`config.mk`:
```
export PLATFORM = sky130hd
export DESIGN_NAME = fifo_buffer
export DESIGN_NICKNAME = d
export VERILOG_FILES = /design/src/rtl/fifo_buffer.sv
export SDC_FILE = /design/constraint.sdc
export NUM_CORES = 2
export LEC_CHECK = 0
export BUFFER_PORTS_ARGS = -buffer_cell sky130_fd_sc_hd__clkbuf_2
export CELL_PAD_IN_SITES_DETAIL_PLACEMENT = 0
export CELL_PAD_IN_SITES_GLOBAL_PLACEMENT = 1
export CORE_ASPECT_RATIO = 1.5
export CORE_MARGIN = 2
export CORE_UTILIZATION = 30
export DETAILED_ROUTE_END_ITERATION = 7
export HOLD_SLACK_MARGIN = 0.12
export PLACE_DENSITY_LB_ADDON = 0.1
export SLEW_MARGIN = 20
export SYNTH_ARGS = -nofsm -noshare
export SYNTH_HDL_FRONTEND = slang
export SYNTH_SLANG_ARGS = --single-unit
```
`constraint.sdc`:
```
create_clock -name clk -period 4.9 [get_ports clk]
set_clock_uncertainty 0.2 [all_clocks]
set_input_delay 0.49 -clock clk [delete_from_list [all_inputs] [get_ports clk]]
set_output_delay 0.49 -clock clk [all_outputs]
set_load 0.05 [all_outputs]
```
`src/rtl/fifo_buffer.sv`:
```
// fifo_buffer: single-clock synchronous FIFO with first-word-fall-through output,
// exact (non power-of-two) capacity, occupancy count, programmable almost-full /
// almost-empty flags, synchronous flush and registered overflow/underflow pulses.
// Compile-time option: define FIFO_OVERWRITE_EN to make a write into a full FIFO
// (with no simultaneous read) replace the oldest word instead of being dropped.
module fifo_buffer #(
  parameter int WORD_SIZE          = 8,
  parameter int BUFFER_SIZE        = 256,
  parameter int ALMOST_FULL_LEVEL  = BUFFER_SIZE - 1,
  parameter int ALMOST_EMPTY_LEVEL = 1,
  localparam int COUNT_SIZE        = $clog2(BUFFER_SIZE + 1)
) (
  input  logic                  clk,
  input  logic                  rst_n,
  input  logic [WORD_SIZE-1:0]  dataIn,
  input  logic                  we,
  input  logic                  oe,
  input  logic                  flush,
  output logic [WORD_SIZE-1:0]  dataOut,
  output logic                  isData,
  output logic                  bufferFull,
  output logic                  almostFull,
  output logic                  almostEmpty,
  output logic [COUNT_SIZE-1:0] count,
  output logic                  dataLost,
  output logic                  underflow
);

  localparam int PTR_SIZE = $clog2(BUFFER_SIZE);
  localparam logic [PTR_SIZE-1:0]   PTR_LAST = PTR_SIZE'(BUFFER_SIZE - 1);
  localparam logic [COUNT_SIZE-1:0] CNT_FULL = COUNT_SIZE'(BUFFER_SIZE);
  localparam logic [COUNT_SIZE-1:0] CNT_AF   = COUNT_SIZE'(ALMOST_FULL_LEVEL);
  localparam logic [COUNT_SIZE-1:0] CNT_AE   = COUNT_SIZE'(ALMOST_EMPTY_LEVEL);

  logic [WORD_SIZE-1:0]  r_mem [BUFFER_SIZE];
  logic [PTR_SIZE-1:0]   r_rd_ptr;
  logic [PTR_SIZE-1:0]   r_wr_ptr;
  logic [COUNT_SIZE-1:0] r_count;
  logic                  r_data_lost;
  logic                  r_underflow;

  logic w_empty;
  logic w_full;
  logic w_rd_accept;   // a real pop of the head word
  logic w_wr_accept;   // a real push that grows (or keeps, with a pop) occupancy
  logic w_drop;        // write attempted into a full FIFO with no pop
  logic w_overwrite;   // full-FIFO write replacing the oldest word
  logic w_mem_we;
  logic w_rd_adv;

  // Pointers wrap by explicit compare so any capacity works without rounding.
  function automatic logic [PTR_SIZE-1:0] ptr_inc(input logic [PTR_SIZE-1:0] p);
    return (p == PTR_LAST) ? '0 : p + 1'b1;
  endfunction

  assign w_empty     = (r_count == '0);
  assign w_full      = (r_count == CNT_FULL);
  assign w_rd_accept = oe && !w_empty && !flush;
  assign w_wr_accept = we && (!w_full || w_rd_accept) && !flush;
  assign w_drop      = we && w_full && !w_rd_accept && !flush;
`ifdef FIFO_OVERWRITE_EN
  assign w_overwrite = w_drop;
`else
  assign w_overwrite = 1'b0;
`endif
  assign w_mem_we    = w_wr_accept || w_overwrite;
  assign w_rd_adv    = w_rd_accept || w_overwrite;

  // Storage array: written on every stored word, never reset.
  always_ff @(posedge clk) begin
    if (w_mem_we) begin
      r_mem[r_wr_ptr] <= dataIn;
    end
  end

  // Pointer, occupancy and event-pulse registers; flush wins over read/write.
  always_ff @(posedge clk or negedge rst_n) begin
    if (!rst_n) begin
      r_rd_ptr    <= '0;
      r_wr_ptr    <= '0;
      r_count     <= '0;
      r_data_lost <= 1'b0;
      r_underflow <= 1'b0;
    end else if (flush) begin
      r_rd_ptr    <= '0;
      r_wr_ptr    <= '0;
      r_count     <= '0;
      r_data_lost <= 1'b0;
      r_underflow <= 1'b0;
    end else begin
      if (w_mem_we) begin
        r_wr_ptr <= ptr_inc(r_wr_ptr);
      end
      if (w_rd_adv) begin
        r_rd_ptr <= ptr_inc(r_rd_ptr);
      end
      if (w_wr_accept && !w_rd_accept) begin
        r_count <= r_count + 1'b1;
      end else if (w_rd_accept && !w_wr_accept) begin
        r_count <= r_count - 1'b1;
      end
      r_data_lost <= w_drop;
      r_underflow <= oe && w_empty;
    end
  end

  // All outputs come from registered state only.
  assign dataOut     = r_mem[r_rd_ptr];
  assign count       = r_count;
  assign isData      = !w_empty;
  assign bufferFull  = w_full;
  assign almostFull  = (r_count >= CNT_AF);
  assign almostEmpty = (r_count <= CNT_AE);
  assign dataLost    = r_data_lost;
  assign underflow   = r_underflow;

endmodule

```
==> summary.txt <==
Clocking
  • Clock transition at path regs: 0.07 ns
  • Htree depth: 4
  • Worst skew pair latency: 0.86 ns
  • CTS tree: built
  • Clock Tree Buf Depth: 4
  • TritonCTS sink count: between 2k and 2.5k
  • Root Driver: clkbuf_16
  • Num CTS Buffers: around 210

Power and ir drop
  • Overall power: 45.3 mW
  • Pwr dens: 463 nW/um^2
  • Peak supply drop: around 0.34 mV
  • Leak: 29.9 nW

Worst setup path
  • R2r endpoint: r_mem[116][4]
  • Family with the most delay on the worst path: simple AND/OR/NAND/NOR gates
  • CP startpoint kind: flip-flop
  • CP cell instances: nand2b_4 > buf_6 > buf_16 > buf_16 > o221ai_4 > nor3_2 > nor4_4 > nand3_2 > or4_4 > nor3_4 > buf_6 > buf_12
  • CP required: 4.21 ns
  • R2r setup slk: 0.50 ns
  • CP Class: flip-flop to output port
  • Largest stage delay, worst path: a little over 0.6 ns
  • R2R cell count: 8
  • Worst endpoint data arrival time: about 4.5 ns
  • CP max-delay cell: or4_4
  • Worst r2r src: count[0]
  • CP Max Fanout: 12
  • WP buf/inv: 5
  • Critical Path End Type: output port

Logic synthesis
  • Synth Cell Area: 82200 um^2
  • Register area share after synthesis: 75.6%
  • Syn_area_per_cell: 19.5 um^2
  • Top cells by area, synth: edfxtp_1 (75%), mux4_2 (8.8%), mux2i_1 (4.4%)
  • Area share of the largest cell type after synthesis: between 70% and 80%
  • Post-synth EDFFs: 2048
  • Prevailing post-synth register cell: edfxtp_1
  • Syn_nets: about 4.2k
  • Syn Inst Count: 4223
  • Asr flop ratio synth: 1.30%
  • Ys Warns: 0
  • Area leader, netlist: edfxtp_1
  • Netlist cell types: 79
  • Flops & latches, synth: roughly 2.1k

Drt
  • WL/cell: 32.9 um
  • Pre-antenna DRT Iters: 5
  • Initial DRC Count: 2832
  • Vias/cell: 5.10
  • Post-route ant nets: 0
  • DRC Markers: 0
  • Post-Route WL: 274000 um
  • Vias: 42.5k

Run status
  • Outcome: finished, violations left
  • Failing checks: setup timing

Global route
  • Vias in the first global route: 44.5k
  • First-pass GRT wire length: approximately 380000 um
  • Largest net degree at the start of global routing: about 150
  • Initial antenna violation count: 8
  • GRT Residual Overflow: 0
  • All-Layer GR Usage: 19.4%

Finish
  • P&R area growth vs syn: 18.9%
  • FILL cells: 25.5k
  • Layout cells sized above 1: a little over a quarter
  • Final nets: ~4.6k
  • Final Non-Filler Cells: around 8.3k
  • Finished Core Util: 35.8%

STA
  • Setup TNS: -0.701 ns
  • Fmax: 0.192 GHz
  • Period Utilization, post-route: 107%
  • Slew Limit Headroom: 23.4%
  • Min Clock Period, post-route: 5.22 ns
  • Final Hold Fails: 0
  • Worst setup margin: -0.320 ns
  • Worst-Margin Slew: 1.15 ns
  • Fin. max-slew vios: 0
  • RSZ-0062 raised after global routing: yes
  • Final Setup Violations: 3

Job
  • MaxCap Viol Count: 0

Die
  • Row count: 235
  • Die Y: around 650 um
  • Boundary Pins: 36
  • Die area: 278000 um^2
  • Starting Density: 30.1%
  • Die Wd: 431 um
  • Core Area: ~270000 um^2

Placement
  • DP HPWL: 173000 um
  • Placed insts: 7858
  • Gpl congestion: 0.801
  • PortBufs: 35

Worst hold path
  • Hold Path Class: input port to asynchronous set/reset pin
## cell usage after synthesis, types with 39 or more instances
library cell     n
nor4_1          39
nor3_1          82
o21ai_0         55
mux4_2         321
a21oi_1         76
mux2i_1        365
o221ai_1       129
o22ai_1        106
nand2_1        101
edfxtp_1      2048
clkbuf_1       138
nor2_1         325
nand3_1         45
## kinds of logic after synthesis
logic type,synth area share (%)
AO/OA/AOI/OAI,4.03
XOR/XNOR,0.160
adder cells (fa/ha/maj),0.152
flip-flops,75.6
multiplexers,14.1
AND/OR/NAND/NOR,3.69
buffers and inverters,2.23
## cell type report
class                      count  area [um^2]  share of cell area [%]
antenna                        3         7.51                 0.00768
clock buffer                 272         5640                    5.78
clock inverter               107          995                    1.02
inverter                      10         47.5                  0.0486
multi-input combinational   1875        19600                    20.0
sequential                  2075        62200                    63.6
tap                         3555         4450                    4.55
timing repair buffer         436         4840                    4.96
## through the flow
stage | instance area [um^2] | hold WS, ns | worst slack [ns]
after floorplan | 82200 | -0.00559 | 0.557
after global placement | 88100 | 0.332 | -0.793
after detailed placement | 88200 | 0.338 | -0.779
after CTS | 97200 | 0.124 | -0.438
after global routing | 97700 | 0.137 | -0.342
final | 97700 | 0.109 | -0.320
## sequential cells by signal, summed over array words and instances (netlist names)
name / cells
r_wr_ptr: 8
dataLost: 1
underflow: 1
r_mem: 2048
r_rd_ptr: 8
count: 9
## worst max path at each step
stage                 endpoint  slack (ns)        start  depth (start not counted)
floorplan           dataOut[7]        0.56  r_rd_ptr[0]                         13
global placement    dataOut[0]       -0.79  r_rd_ptr[4]                          9
detailed placement  dataOut[0]       -0.78  r_rd_ptr[4]                          9
CTS                 dataOut[0]       -0.44  r_rd_ptr[7]                         10
global route        dataOut[0]       -0.34  r_rd_ptr[0]                         11
finish              dataOut[0]       -0.32  r_rd_ptr[1]                         12
## layout by cell type (no fill, tap or decap), drive strengths merged, types with 10 or more instances in the layout
cell         synthesis  final
nor2               326    326
a211oi              17     17
nor2b               11     11
mux2i              365    365
inv                 10     13
clkinv               0     83
nand2              102    102
edfxtp            2048   2048
o311ai              10     10
o21ai               55     55
a21oi               76     76
nor3                84     84
or4                 10     10
xnor2               10     10
bufinv               0     18
o22ai              110    110
dlygate4sd3          0     13
clkbuf             140    291
dfrtp               27     27
nand3               45     45
buf                122    395
o221ai             131    131
nand4               12     12
nor4                41     41
mux4               346    346
ha                  10     10
o31ai               13     13
## power by group
| group | internal, mW | switching [mW] |
|---|---|---|
| combinational | 4.50 | 5.18 |
| sequential | 19.5 | 0.0855 |
| clock | 9.04 | 6.93 |
## per-layer routing
layer	routed length (um)	part of all wire (%)	vias up	global-route usage (%)
met4	9520	3.5	0	6.03
met5	0	0	-	0
li1	-	-	18300	-
met3	8740	3.2	348	1.94
met2	150000	55	855	37.0
met1	105000	38	23000	22.7
## what timing repair did
item                                   CTS  global route
resized for setup                      255            79
gates cloned                            19             1
pin swaps                               38            37
setup endpoints to repair                8             8
hold buffers                            13             0
setup buffers                           44            24
endpoints found under the hold margin  611             0
(Power assumes the default switching activity.)
